File: config.mk
export PLATFORM = sky130hd
export DESIGN_NAME = y86_execute_stage
export DESIGN_NICKNAME = d
export VERILOG_FILES = /design/src/rtl/y86_pkg.sv /design/src/rtl/y86_alu.sv /design/src/rtl/y86_execute_stage.sv
export SDC_FILE = /design/constraint.sdc
export NUM_CORES = 1
export LEC_CHECK = 0
export ABC_AREA = 1
export BUFFER_PORTS_ARGS = -buffer_cell sky130_fd_sc_hd__buf_4
export CAP_MARGIN = 20
export CORE_MARGIN = 2
export CORE_UTILIZATION = 30
export DETAILED_ROUTE_END_ITERATION = 8
export GPL_ROUTABILITY_DRIVEN = 0
export PLACE_DENSITY = 0.49
export SYNTH_ARGS = -nofsm -noshare
export SYNTH_HDL_FRONTEND = slang
export SYNTH_HIERARCHICAL = 1
export SYNTH_SLANG_ARGS = --single-unit
File: constraint.sdc
create_clock -name clk -period 45.3 [get_ports clk]
set_input_delay 4.53 -clock clk [delete_from_list [all_inputs] [get_ports clk]]
set_output_delay 4.53 -clock clk [all_outputs]
set_load 0.05 [all_outputs]
File: src/rtl/y86_pkg.sv
// Shared definitions for the Y86-64 pipeline: instruction codes, ALU
// function codes, branch/move condition codes, status codes, the
// "no register" ID and the bubble value loaded into pipeline registers.
package y86_pkg;

    localparam int         WIDTH = 64;
    localparam logic [3:0] RNONE = 4'hF;

    typedef enum logic [3:0] {
        I_HALT   = 4'h0,
        I_NOP    = 4'h1,
        I_RRMOVQ = 4'h2,
        I_IRMOVQ = 4'h3,
        I_RMMOVQ = 4'h4,
        I_MRMOVQ = 4'h5,
        I_OPQ    = 4'h6,
        I_JXX    = 4'h7,
        I_CALL   = 4'h8,
        I_RET    = 4'h9,
        I_PUSHQ  = 4'hA,
        I_POPQ   = 4'hB
    } icode_e;

    typedef enum logic [3:0] {
        ALU_ADD = 4'h0,
        ALU_SUB = 4'h1,
        ALU_AND = 4'h2,
        ALU_XOR = 4'h3
    } alu_fun_e;

    typedef enum logic [3:0] {
        C_ALWAYS = 4'h0,
        C_LE     = 4'h1,
        C_L      = 4'h2,
        C_E      = 4'h3,
        C_NE     = 4'h4,
        C_GE     = 4'h5,
        C_G      = 4'h6
    } cond_e;

    typedef enum logic [3:0] {
        S_AOK = 4'h1,
        S_HLT = 4'h2,
        S_ADR = 4'h3,
        S_INS = 4'h4
    } stat_e;

    typedef struct packed {
        logic [3:0]       stat;
        logic [3:0]       icode;
        logic             cnd;
        logic [WIDTH-1:0] val_e;
        logic [WIDTH-1:0] val_a;
        logic [3:0]       dst_e;
        logic [3:0]       dst_m;
    } em_reg_t;

    localparam em_reg_t EM_BUBBLE = '{
        stat:  S_AOK,
        icode: I_NOP,
        cnd:   1'b0,
        val_e: '0,
        val_a: '0,
        dst_e: RNONE,
        dst_m: RNONE
    };

    // An instruction that has faulted or halted further down the pipe must
    // not let younger instructions modify architectural condition codes.
    function automatic logic stat_is_exception(input logic [3:0] stat);
        return (stat == S_HLT) || (stat == S_ADR) || (stat == S_INS);
    endfunction

endpackage

File: src/rtl/y86_alu.sv
// Combinational 64-bit Y86 ALU.
//   alu_a, alu_b : operands (result is B op A)
//   alufun       : ADD/SUB/AND/XOR; other codes give val_e=0, fun_valid=0
//   val_e        : result
//   zf, sf, of   : flags for the condition-code register
//   fun_valid    : alufun is a defined operation
module y86_alu
    import y86_pkg::*;
(
    input  logic [WIDTH-1:0] alu_a,
    input  logic [WIDTH-1:0] alu_b,
    input  logic [3:0]       alufun,
    output logic [WIDTH-1:0] val_e,
    output logic             zf,
    output logic             sf,
    output logic             of,
    output logic             fun_valid
);

    logic             is_sub;
    logic [WIDTH-1:0] addend;
    logic [WIDTH-1:0] sum;
    logic             carry;

    assign is_sub = (alufun == ALU_SUB);
    assign addend = is_sub ? ~alu_a : alu_a;

    // Ripple-carry adder; subtraction is B + ~A + 1 with the +1 as carry-in.
    always_comb begin
        sum   = '0;
        carry = is_sub;
        for (int i = 0; i < WIDTH; i++) begin
            sum[i] = alu_b[i] ^ addend[i] ^ carry;
            carry  = (alu_b[i] & addend[i]) | (carry & (alu_b[i] ^ addend[i]));
        end
    end

    always_comb begin
        val_e     = '0;
        of        = 1'b0;
        fun_valid = 1'b1;
        case (alufun)
            ALU_ADD: begin
                val_e = sum;
                of    = (alu_a[WIDTH-1] == alu_b[WIDTH-1]) &&
                        (sum[WIDTH-1] != alu_b[WIDTH-1]);
            end
            ALU_SUB: begin
                val_e = sum;
                of    = (alu_a[WIDTH-1] != alu_b[WIDTH-1]) &&
                        (sum[WIDTH-1] != alu_b[WIDTH-1]);
            end
            ALU_AND: val_e = alu_b & alu_a;
            ALU_XOR: val_e = alu_b ^ alu_a;
            default: fun_valid = 1'b0;
        endcase
    end

    assign zf = (val_e == '0);
    assign sf = val_e[WIDTH-1];

endmodule

File: src/rtl/y86_execute_stage.sv
// Execute stage of the pipelined Y86-64 core.
//   E_*              : decoded instruction from the D/E register
//   m_stat, W_stat   : status of older instructions (gate CC updates)
//   M_stall/M_bubble : E/M register control (stall has priority)
//   e_valE/e_dstE    : combinational forwarding back to decode
//   e_Cnd            : condition result from the current CC contents
//   M_*              : E/M pipeline register
//   cc_zf/sf/of      : condition-code register
module y86_execute_stage
    import y86_pkg::*;
#(
    parameter int WIDTH_P = 64
) (
    input  logic               clk,
    input  logic               rst,
    input  logic [3:0]         E_stat,
    input  logic [3:0]         E_icode,
    input  logic [3:0]         E_ifun,
    input  logic [WIDTH_P-1:0] E_valA,
    input  logic [WIDTH_P-1:0] E_valB,
    input  logic [WIDTH_P-1:0] E_valC,
    input  logic [3:0]         E_dstE,
    input  logic [3:0]         E_dstM,
    input  logic [3:0]         m_stat,
    input  logic [3:0]         W_stat,
    input  logic               M_stall,
    input  logic               M_bubble,
    output logic [WIDTH_P-1:0] e_valE,
    output logic [3:0]         e_dstE,
    output logic               e_Cnd,
    output logic [3:0]         M_stat,
    output logic [3:0]         M_icode,
    output logic               M_Cnd,
    output logic [WIDTH_P-1:0] M_valE,
    output logic [WIDTH_P-1:0] M_valA,
    output logic [3:0]         M_dstE,
    output logic [3:0]         M_dstM,
    output logic               cc_zf,
    output logic               cc_sf,
    output logic               cc_of
);

    logic [WIDTH-1:0] alu_a;
    logic [WIDTH-1:0] alu_b;
    logic [3:0]       alufun;
    logic [WIDTH-1:0] alu_val_e;
    logic             alu_zf;
    logic             alu_sf;
    logic             alu_of;
    logic             alu_fun_valid;
    logic             set_cc;

    logic    cc_zf_q, cc_zf_d;
    logic    cc_sf_q, cc_sf_d;
    logic    cc_of_q, cc_of_d;
    em_reg_t em_q, em_d;

    always_comb begin
        alu_a = '0;
        case (E_icode)
            I_RRMOVQ, I_OPQ:             alu_a = E_valA;
            I_IRMOVQ, I_RMMOVQ, I_MRMOVQ: alu_a = E_valC;
            I_CALL, I_PUSHQ:             alu_a = -64'sd8;
            I_RET, I_POPQ:               alu_a = 64'd8;
            default:                     alu_a = '0;
        endcase
    end

    always_comb begin
        alu_b = '0;
        case (E_icode)
            I_RMMOVQ, I_MRMOVQ, I_OPQ, I_CALL,
            I_PUSHQ, I_RET, I_POPQ:      alu_b = E_valB;
            default:                     alu_b = '0;
        endcase
    end

    assign alufun = (E_icode == I_OPQ) ? E_ifun : ALU_ADD;

    y86_alu u_alu (
        .alu_a     (alu_a),
        .alu_b     (alu_b),
        .alufun    (alufun),
        .val_e     (alu_val_e),
        .zf        (alu_zf),
        .sf        (alu_sf),
        .of        (alu_of),
        .fun_valid (alu_fun_valid)
    );

    assign set_cc = (E_icode == I_OPQ) && alu_fun_valid &&
                    !stat_is_exception(m_stat) && !stat_is_exception(W_stat);

    // Condition uses the CC as it stands; an OPq in E this cycle only
    // affects the instruction behind it.
    always_comb begin
        e_Cnd = 1'b0;
        case (E_ifun)
            C_ALWAYS: e_Cnd = 1'b1;
            C_LE:     e_Cnd = (cc_sf_q ^ cc_of_q) | cc_zf_q;
            C_L:      e_Cnd = cc_sf_q ^ cc_of_q;
            C_E:      e_Cnd = cc_zf_q;
            C_NE:     e_Cnd = ~cc_zf_q;
            C_GE:     e_Cnd = ~(cc_sf_q ^ cc_of_q);
            C_G:      e_Cnd = ~(cc_sf_q ^ cc_of_q) & ~cc_zf_q;
            default:  e_Cnd = 1'b0;
        endcase
    end

    assign e_valE = alu_val_e;
    // A cmov whose condition fails must not write, and forwarding must see that.
    assign e_dstE = ((E_icode == I_RRMOVQ) && !e_Cnd) ? RNONE : E_dstE;

    always_comb begin
        cc_zf_d = cc_zf_q;
        cc_sf_d = cc_sf_q;
        cc_of_d = cc_of_q;
        if (set_cc) begin
            cc_zf_d = alu_zf;
            cc_sf_d = alu_sf;
            cc_of_d = alu_of;
        end
    end

    always_comb begin
        em_d = em_q;
        if (M_stall) begin
            em_d = em_q;
        end else if (M_bubble) begin
            em_d = EM_BUBBLE;
        end else begin
            em_d.stat  = E_stat;
            em_d.icode = E_icode;
            em_d.cnd   = e_Cnd;
            em_d.val_e = e_valE;
            em_d.val_a = E_valA;
            em_d.dst_e = e_dstE;
            em_d.dst_m = E_dstM;
        end
    end

    always_ff @(posedge clk or posedge rst) begin
        if (rst) begin
            cc_zf_q <= 1'b1;
            cc_sf_q <= 1'b0;
            cc_of_q <= 1'b0;
            em_q    <= EM_BUBBLE;
        end else begin
            cc_zf_q <= cc_zf_d;
            cc_sf_q <= cc_sf_d;
            cc_of_q <= cc_of_d;
            em_q    <= em_d;
        end
    end

    assign cc_zf   = cc_zf_q;
    assign cc_sf   = cc_sf_q;
    assign cc_of   = cc_of_q;
    assign M_stat  = em_q.stat;
    assign M_icode = em_q.icode;
    assign M_Cnd   = em_q.cnd;
    assign M_valE  = em_q.val_e;
    assign M_valA  = em_q.val_a;
    assign M_dstE  = em_q.dst_e;
    assign M_dstM  = em_q.dst_m;

endmodule
==> flow_summary.toml <==
[worst_setup_path]
regToRegEndpoint = "M_dstE[1]"
max_stage_delay_ns = 0.63
crit_family = "adder cells"
timing.rr.start = "cc_zf"
path_max_fanout = 40
ff2ff_path_depth = 9
critPathArrivalTime_ns = 33.69
cpMaxStageDelayCell = "buf_4"
r2r_slack_ns = 43.74
required_ns = 40.77
cpMostUsedCell = "fa_1"
start_kind = "input port"
path_class = "input port to output port"
crit_path_end_kind = "output port"
path_buf_inv = 12

[yosys]
ys_ff_latch = 148
netlist_area_um2 = 11940
synthCells = 1546
avgSynthCellArea_um2 = 7.721
yosys.cell_types.count = 34
synth-seq-area-share = 0.3114
ys_warn_count = 6
syn-num-nets = 1896

[routing]
ant_nets = 0
drt_first_iter_violations = 599
drt_wl_total_um = 48450
drtPass1Iterations = 5
wl_per_cell_um = 19.58
vias_per_cell = 4.689
drc = 0
vias = 11601

[hold_path]
hold_path_end = "M_valA[8]"
holdCritStartpoint = "M_valA[8]"
hp-class = "flop to flop"
min_path_cells = 2

[clock_network]
numClockSinks = 148
tritoncts = "yes"
cts_root_buf = "clkbuf_16"
cts.path.max_buffers = 2
postCtsHoldBufs = 0
htree_levels = 4
path_clk_slew_ns = 0.06
cts_resized = 0
insertion_delay_ns = 0.45
cts_buffers = 17
cts_setup_buffers = 0

[layout]
syn2layout_area_growth_pct = 35.30
ff_latch_area_um2 = 3717
fillers = 4174
drive_gt1_frac = 0.2743
multi_input_area_um2 = 6750
nets = 2286

[timing]
hold_violations = 0
slew_violations = 0
period_share = 0.8438
grt_setup_unrepaired = "no"
worst_pin_slew_ns = 0.9976
clock.fmax_mhz = 26.16
tns_ns = 0
max_slew_margin = 0.3342
skew_ns = 0.007276
setup_viol = 0
fin_crit_ns = 38.22

[floorplanning]
core-area_um2 = 39460
rows = 73
design.die.area_um2 = 41400
ios = 441
start_util = 0.3025
die_x_um = 203.5
die_h_um = 203.5

[run_status]
outcome = "finished, final reports clean"

[pwr]
finalPower_mw = 0.5827
peakVddDrop_v = 0.00002517
power_density_nw_per_um2 = 36.08
leakage_nw = 8.963

[global_route]
grt_pass1_vias = 11923
grt_pass1_wl_um = 73240
antenna_found_initial = 1
overflow = 0
grt_max_degree = 85
track_usage = 0.2350

[place]
port_buffers = 440
post-dp-hpwl_um = 36960

[job]
drv_cap = 0
==> how the worst max path moves through the flow <==
| stage | start | endpoint | cells past startpoint |
|---|---|---|---|
| floorplan | E_icode[0] | e_valE[63] | 84 |
| global placement | E_icode[0] | e_valE[63] | 86 |
| detailed placement | E_icode[0] | e_valE[63] | 86 |
| CTS | E_icode[0] | e_valE[63] | 86 |
| global route | E_icode[0] | e_valE[63] | 86 |
| finish | E_icode[0] | e_valE[63] | 86 |
==> area by class of cell <==
class / instances / share of cell area
multi-input combinational: 1045 / 0.4180
sequential: 148 / 0.2302
timing repair buffer: 456 / 0.2120
inverter: 268 / 0.06260
tap: 525 / 0.04067
clock buffer: 17 / 0.02634
clock inverter: 13 / 0.009994
antenna: 2 / 0.0003099
==> state kept, by name (all words and copies together) (netlist names) <==
signal   cells
M_icode      4
M_valE      64
M_dstE       4
M_dstM       4
cc_zf        1
M_Cnd        1
cc_of        1
M_stat       4
cc_sf        1
M_valA      64
==> routing by layer <==
layer / global-route usage / up-vias / routed length [um]
met2: 0.4170 / 351 / 24390
met3: 0.05034 / 27 / 3025
li1: - / 5632 / -
met5: 0 / - / 14
met4: 0.05266 / 2 / 632
met1: 0.2915 / 5589 / 20390
==> power by group <==
part / total, mW / internal [mW] / leakage [nW] / switching [mW]
logic: 0.277 / 0.0862 / 6.76 / 0.191
clock network: 0.150 / 0.0861 / 0.289 / 0.0643
registers: 0.156 / 0.147 / 1.92 / 0.00881
==> cell usage in the layout (no fill, tap or decap), types with 4 or more instances in the layout <==
cell	instances
o22a_1	5
o21ai_1	6
o21ai_0	69
clkinv_4	4
a21oi_1	5
or2_2	5
dfstp_2	11
fa_1	62
ha_1	64
nor2_2	12
nor2_1	177
o211ai_1	61
nand2_1	340
nor2_4	4
inv_2	8
clkbuf_16	17
inv_1	258
buf_4	456
dfrtp_1	137
xnor2_1	59
clkinv_2	4
a22o_1	69
nand3_1	91
==> cells in the mapped netlist, drive strengths merged <==
cell type  count  area (um^2)
nand4          1        12.51
clkbuf        25        113.9
fa            62         1241
dfstp         11        289.0
nand2        345         1300
o21bai         2        15.01
and2           1        6.260
dfrtp        137         3428
a22o          69        604.3
inv          267         1002
buf           60        394.1
o22a           5        43.79
xor2           3        26.28
xnor2         59        516.8
nor2         193        757.0
nand3         91        455.4
clkinv         1        3.750
nand3b         1        7.510
a211oi         1        7.510
or2            5        31.28
a21oi          6        41.29
nor3           1        5.000
o211ai        61        457.9
o21ai         75        375.4
ha            64        800.8
==> tightest hold or removal path, stage by stage (launching register included) <==
cell and delay [ns]:
dfrtp_1 0.34, nand2_1 0.05, o21ai_0 0.06
==> cell families after synthesis <==
| group | Yosys count | share of synthesized area |
|---|---|---|
| buf+inv | 353 | 0.1268 |
| simple gates | 638 | 0.2157 |
| compound gates | 219 | 0.1295 |
| fa+ha+maj | 126 | 0.1711 |
| xor+xnor | 62 | 0.04549 |
| flops | 148 | 0.3114 |
==> per-stage QoR <==
step | setup WS (ns) | util | instance area [um^2] | std cells | hold slack, ns
floorplan | 9.403 | - | 11940 | 1546 | 0.6011
global placement | 7.050 | 0.3941 | 15550 | 2441 | 0.4688
detailed placement | 6.668 | 0.3941 | 15550 | 2441 | 0.4741
CTS | 6.597 | 0.4090 | 16140 | 2471 | 0.4892
global route | 5.767 | 0.4092 | 16150 | 2472 | 0.5077
finish | 7.077 | 0.4093 | 16150 | 2474 | 0.4823
No activity file was read; power rests on OpenSTA's default activity.
